<file path="config.mk">
export PLATFORM = sky130hd
export DESIGN_NAME = serial_adder_ctrl
export DESIGN_NICKNAME = d
export VERILOG_FILES = /design/src/rtl/serial_adder_ctrl.sv
export SDC_FILE = /design/constraint.sdc
export NUM_CORES = 1
export LEC_CHECK = 0
export ABC_AREA = 1
export BUFFER_PORTS_ARGS = -buffer_cell sky130_fd_sc_hd__buf_2
export CAP_MARGIN = 5
export CORE_MARGIN = 2
export CORE_UTILIZATION = 45
export DETAILED_ROUTE_END_ITERATION = 12
export GPL_ROUTABILITY_DRIVEN = 0
export PLACE_DENSITY = 0.67
export RECOVER_POWER = 100
export REMOVE_ABC_BUFFERS = 1
export SLEW_MARGIN = 20
export SYNTH_ARGS = -nofsm -noshare
export SYNTH_HDL_FRONTEND = slang
export SYNTH_SLANG_ARGS = --single-unit
</file>
<file path="constraint.sdc">
create_clock -name clk -period 2.82 [get_ports clk]
set_input_delay 0.141 -clock clk [delete_from_list [all_inputs] [get_ports clk]]
set_output_delay 0.141 -clock clk [all_outputs]
set_load 0.005 [all_outputs]
</file>
<file path="src/rtl/serial_adder_ctrl.sv">
// Bit-serial adder controller: one full_adder is reused for WIDTH cycles,
// LSB first, with the carry registered between bits.

module full_adder (
   input  logic a,
   input  logic b,
   input  logic cin,
   output logic s,
   output logic c
);
   assign s = a ^ b ^ cin;
   assign c = (a & b) | (a & cin) | (b & cin);
endmodule

module serial_adder_ctrl #(
   parameter int WIDTH = 8
) (
   input  logic             clk,
   input  logic             rst,
   input  logic             start,
   input  logic [WIDTH-1:0] a,
   input  logic [WIDTH-1:0] b,
   input  logic             cin,
   output logic             ready,
   output logic             busy,
   output logic             done,
   output logic [WIDTH-1:0] sum,
   output logic             cout,
   output logic [1:0]       state_dbg
);
   // Handshake: an addition is accepted on a rising edge where start=1 and
   // ready=1; start in any other cycle is dropped, never queued.

   localparam int CW = (WIDTH < 2) ? 1 : $clog2(WIDTH + 1);
   localparam logic [CW-1:0] LAST = CW'(WIDTH - 1);

   localparam logic [1:0] S_IDLE = 2'd0;
   localparam logic [1:0] S_RUN  = 2'd1;
   localparam logic [1:0] S_DONE = 2'd2;

   logic [1:0]       state;
   logic [WIDTH-1:0] a_sh;
   logic [WIDTH-1:0] b_sh;
   logic [WIDTH-1:0] s_sh;
   logic             carry_q;
   logic [CW-1:0]    cnt;
   logic             fa_s;
   logic             fa_c;
   logic [WIDTH-1:0] s_next;

   full_adder u_fa (
      .a   (a_sh[0]),
      .b   (b_sh[0]),
      .cin (carry_q),
      .s   (fa_s),
      .c   (fa_c)
   );

   // New sum bit enters at the MSB; written as a shift/or so WIDTH=1 needs no special case.
   assign s_next = (s_sh >> 1) | (WIDTH'(fa_s) << (WIDTH - 1));

   always_ff @(posedge clk) begin
      if (rst) begin
         state   <= S_IDLE;
         a_sh    <= '0;
         b_sh    <= '0;
         s_sh    <= '0;
         carry_q <= 1'b0;
         cnt     <= '0;
         sum     <= '0;
         cout    <= 1'b0;
      end else begin
         case (state)
            S_IDLE: begin
               if (start) begin
                  a_sh    <= a;
                  b_sh    <= b;
                  carry_q <= cin;
                  cnt     <= '0;
                  state   <= S_RUN;
               end
            end
            S_RUN: begin
               a_sh    <= a_sh >> 1;
               b_sh    <= b_sh >> 1;
               s_sh    <= s_next;
               carry_q <= fa_c;
               cnt     <= cnt + CW'(1);
               if (cnt == LAST) begin
                  sum   <= s_next;
                  cout  <= fa_c;
                  state <= S_DONE;
               end
            end
            S_DONE:  state <= S_IDLE;
            default: state <= S_IDLE;
         endcase
      end
   end

   assign ready     = (state == S_IDLE);
   assign busy      = (state == S_RUN);
   assign done      = (state == S_DONE);
   assign state_dbg = state;

endmodule

</file>
# After elaboration in Yosys (flattened, before gate mapping)

Cells that the tools add are included.
W data, S select, Z words.

Add/subtract/negate cells: 1
Eq/ne operators: 5
Muxes and demuxes: 11
Bitwise operators: 8
Reduce and logical (&&, ||, !) cells: 5

Operator list:

| cell                  | number |
|---|---|
| $pmux W8 S2           | 2 |
| $mux W8               | 2 |
| $or A7 B8 Y8          | 1 |
| $pmux W4 S2           | 1 |
| $reduce_and A2 Y1     | 3 |
| $add A4 B1 Y4 const B | 1 |
| $eq A4 B3 Y1 const B  | 1 |
| $mux W2               | 2 |
| $mux W4               | 1 |
| $pmux W2 S2           | 1 |
| $and A1 B1 Y1         | 3 |
| $eq A2 B1 Y1 const B  | 1 |
| $eq A2 B2 Y1 const B  | 1 |
| $logic_not A2 Y1      | 1 |
| $ne A2 B1 Y1 const B  | 1 |
| $ne A2 B2 Y1 const B  | 1 |
| $or A1 B1 Y1          | 2 |
| $pmux W1 S2           | 1 |
| $reduce_bool A2 Y1    | 1 |
| $xor A1 B1 Y1         | 2 |
| $mux W1               | 1 |

Bits in registers: 40
Input bits: 20
Output and inout port bits: 14
Logic and storage cells: 38

# Depth between registers and ports, before layout

Word-level depth: 4
Gate-level depth with buffers: 7
Gate-level depth less buffers: 7

# Modules after synthesis

From an unflattened synthesis, not the netlist that was laid out.

Cells, all modules: 249
Area, all modules: 1,766.7 um2

Modules (own cells, without submodules):

| module            | instances | cells each | area an instance (um2) | seq. area each (um2) |
|---|---|---|---|---|
| serial_adder_ctrl | 1         | 248        | 1,746.7                | 780.7 |
| full_adder        | 1         | 1          | 20.0                   | 0.0 |

# Least setup slack after synthesis

No wires, ideal clock.

Kind: reg-to-reg
From: register carry_q
To: register sum[7]
Library setup time: 0.113 ns
Arrival time: 1.017 ns
Required time: 2.707 ns
Setup slack: 1.690 ns
Cell stages (with the launch flop): 6
Path buffers: 0
Period minus slack after synthesis: 1.130 ns
Cell sequence: dfxtp_1 > fa_1 > inv_1 > nand2_1 > o21ai_1 > nor2_1

Longest elaborated chain between the ends: 2

Ends and longest elaborated chain:

| element                  | RTL line | source |
|---|---|---|
| start: declaration       | 45       | `logic carry_q;` |
| start signal: assignment | 78       | `carry_q <= cin;` |
| $xor A1 B1 Y1            | 11       | `assign s = a ^ b ^ cin;` |
| named net fa_s           | 47       | `logic fa_s;` |
| $or A7 B8 Y8             | 60       | `assign s_next = (s_sh >> 1) \| (WIDTH'(fa_s) << (WIDTH - 1));` |
| end signal: assignment   | 90       | `sum <= s_next;` |
| end: declaration         | 27       | `output logic [WIDTH-1:0] sum,` |

The timed path passes the listed nets, and every way through them passes these cells.
A chain may end at the register's enable or synchronous reset.

# Worst setup path in the final report

From: register state[0] (netlist: state_dbg[0])
To: output busy

Longest elaborated chain between the ends: 1

Ends and longest elaborated chain:

| element                  | RTL line | source |
|---|---|---|
| start: declaration       | 41       | `logic [1:0] state;` |
| start signal: assignment | 64       | `state <= S_IDLE;` |
| start signal: assignment | 80       | `state <= S_RUN;` |
| start signal: assignment | 92       | `state <= S_DONE;` |
| $eq A2 B1 Y1             | 102      | `assign busy = (state == S_RUN);` |
| end: declaration         | 25       | `output logic busy,` |

Every way passes these cells.

==> impl_metrics.json <==
{
  "crit_path_end_kind": "output pin",
  "worstPathArrival_ns": 1.99,
  "worstMarginPinSlew_ns": 1.239,
  "syn_to_final_growth_pct": 11.47,
  "portBuffers": 33,
  "antenna_left": 0,
  "pwr-share-comb": 0.113,
  "dr.pass1.iters": 4,
  "peakVddDrop_v": 0.0002513,
  "holdBufCountCts": 0,
  "syn_avg_cell_area_um2": 7.229,
  "skew_ns": 0.007950,
  "utilization": 0.5269,
  "swShare": 0.2764,
  "grt_overflow": 0,
  "fin_nets": 294,
  "die_x_um": 66.48,
  "drt_wl_total_mm": 3.513,
  "initial_core_util": 0.4727,
  "cp.required_ns": 2.68,
  "netlist_instances": 243,
  "internal-power_uw": 794.1,
  "setup_viol": 0,
  "cp-start-kind": "register",
  "ys_seq_elements": 39,
  "outcome": "completed",
  "rows": 22,
  "worstSetupPathType": "reg2out",
  "worstHoldStart": "b[7]",
  "startpoint": "state_dbg[0]",
  "cts_tree": "built",
  "num_vias": 1554,
  "synth_warnings": 0,
  "cp_max_fo": 31,
  "clk_pin_slew_ns": 0.08,
  "rsz0062_at_grt": "no",
  "drive_gt1_frac": 0.1648,
  "netlist_area_um2": 1757,
  "antenna_found_initial": 0,
  "power_mw": 1.097,
  "r2r-start": "state_dbg[0]",
  "io_pins": 34,
  "wire_per_inst_um": 10.94,
  "vias_per_cell": 4.841,
  "period_share": 0.7570,
  "die_area_um2": 4420,
  "postCtsSetupRepairBufs": 0,
  "cts_max_level": 2,
  "post_cts_resized": 0,
  "cts_sinks": 39,
  "period_needed_ns": 2.135,
  "hold_class": "in2reg",
  "switchingPower_uw": 303.2,
  "clockRootBuffer": "clkbuf_8",
  "grt_max_degree": 32,
  "drt-initial-drc-count": 47,
  "power.share.sequential": 0.541,
  "numCtsBuffers": 5,
  "grt_pass1_vias": 1438,
  "cap_violations": 0,
  "num_antenna_cells": 0,
  "drc": 0,
  "slew_violations": 0,
  "hold_violations": 0,
  "leakagePower_nw": 0.9788,
  "clock_latency_ns": 0.30,
  "grt_pass1_wl_mm": 6.099,
  "coreArea_um2": 3716,
  "dp_hpwl_mm": 2.367,
  "power_density_nw_per_um2": 560.4,
  "pwr-share-clk": 0.345,
  "regToRegSetupSlack_ns": 0.83,
  "synth.distinct_cells": 23,
  "grt_use_total": 0.1845,
  "max_freq_mhz": 468.5,
  "dieHeight_um": 66.48,
  "ctsLongestPathBuffers": 2,
  "ys_seq_area_frac": 0.4444,
  "fin_tns_setup_ns": 0,
  "slew_headroom": 0.1728
}
-- through the flow --
stage	hold slack (ns)	cell area [um^2]	setup slack (ns)	std cells
after floorplan	0.2101	1660	1.477	232
after global placement	0.3993	1886	1.295	313
after detailed placement	0.4030	1886	1.259	313
after CTS	0.08384	1974	1.085	321
after global routing	0.1010	1958	0.5263	321
final	0.08855	1958	0.6853	321
-- routing by layer --
metal  vias up  routed length [um]  GRT usage
met3         6                 200    0.06250
met1       691                1617     0.2114
met4         0                  52    0.07398
li1        816                   -          -
met2        41                1643     0.3138
met5         -                   0          0
-- area by class of cell --
type                    instances  area (um^2)
inverters                      24        90.09
multi-input cells             169        777.0
flip-flops and latches         39        780.7
repair buffers                 33        161.4
fillers                       399         1758
clock inverters                 3        20.02
well taps                      48        60.06
clock buffers                   5        68.82
-- critical path, cell delays in order, from the launching register on --
cell and delay, ns:
dfxtp_1 0.39, clkinv_1 0.10, nor2_2 0.93, buf_2 0.27
-- power by group through the flow --
stage | registers, mW | logic (mW) | clock network (mW)
after floorplan | 0.604 | 0.0819 | 0
after global placement | 0.607 | 0.126 | 0
after detailed placement | 0.608 | 0.127 | 0
after CTS | 0.595 | 0.128 | 0.388
after global routing | 0.598 | 0.145 | 0.416
final | 0.594 | 0.124 | 0.379
-- registers in the layout, indices dropped and copies added (netlist names) --
name,count
state_dbg,2
carry_q,1
cnt,4
sum,8
b_sh,8
a_sh,8
s_sh,7
cout,1
-- logic make-up after synthesis --
group / count (synthesis) / share of synthesized area
flip-flops: 39 / 0.4444
AO/OA/AOI/OAI: 18 / 0.05698
adder cells (fa/ha/maj): 2 / 0.01852
buffers and inverters: 35 / 0.1061
AND/OR/NAND/NOR: 149 / 0.3739
-- synth_stat cells (all sizes together) --
| cell | n | share of area |
|---|---|---|
| dfxtp | 39 | 0.44 |
| inv | 24 | 0.051 |
| clkbuf | 2 | 0.010 |
| nand2 | 61 | 0.14 |
| ha | 1 | 0.0071 |
| o211a | 2 | 0.011 |
| o21ai | 9 | 0.026 |
| nand3 | 38 | 0.11 |
| buf | 9 | 0.045 |
| nand3b | 1 | 0.0043 |
| fa | 1 | 0.011 |
| nor2 | 49 | 0.12 |
| a21oi | 7 | 0.020 |
-- layout by cell type (no fill, tap or decap), drive strengths merged --
master    count
a21oi         7
nand3b        1
inv          23
o211a         2
dfxtp        39
nand2        61
ha            1
fa            1
nor2         49
clkbuf       10
nand3        38
buf          28
clkinvlp      2
clkinv        2
o21ai         9
-- final timing paths --
kind	end	depth (start not counted)
setup reg to reg	sum[7]	6
hold / removal	b_sh[7]	3
setup / recovery	busy	3
hold reg to reg	s_sh[3]	2
(Power assumes the default switching activity.)
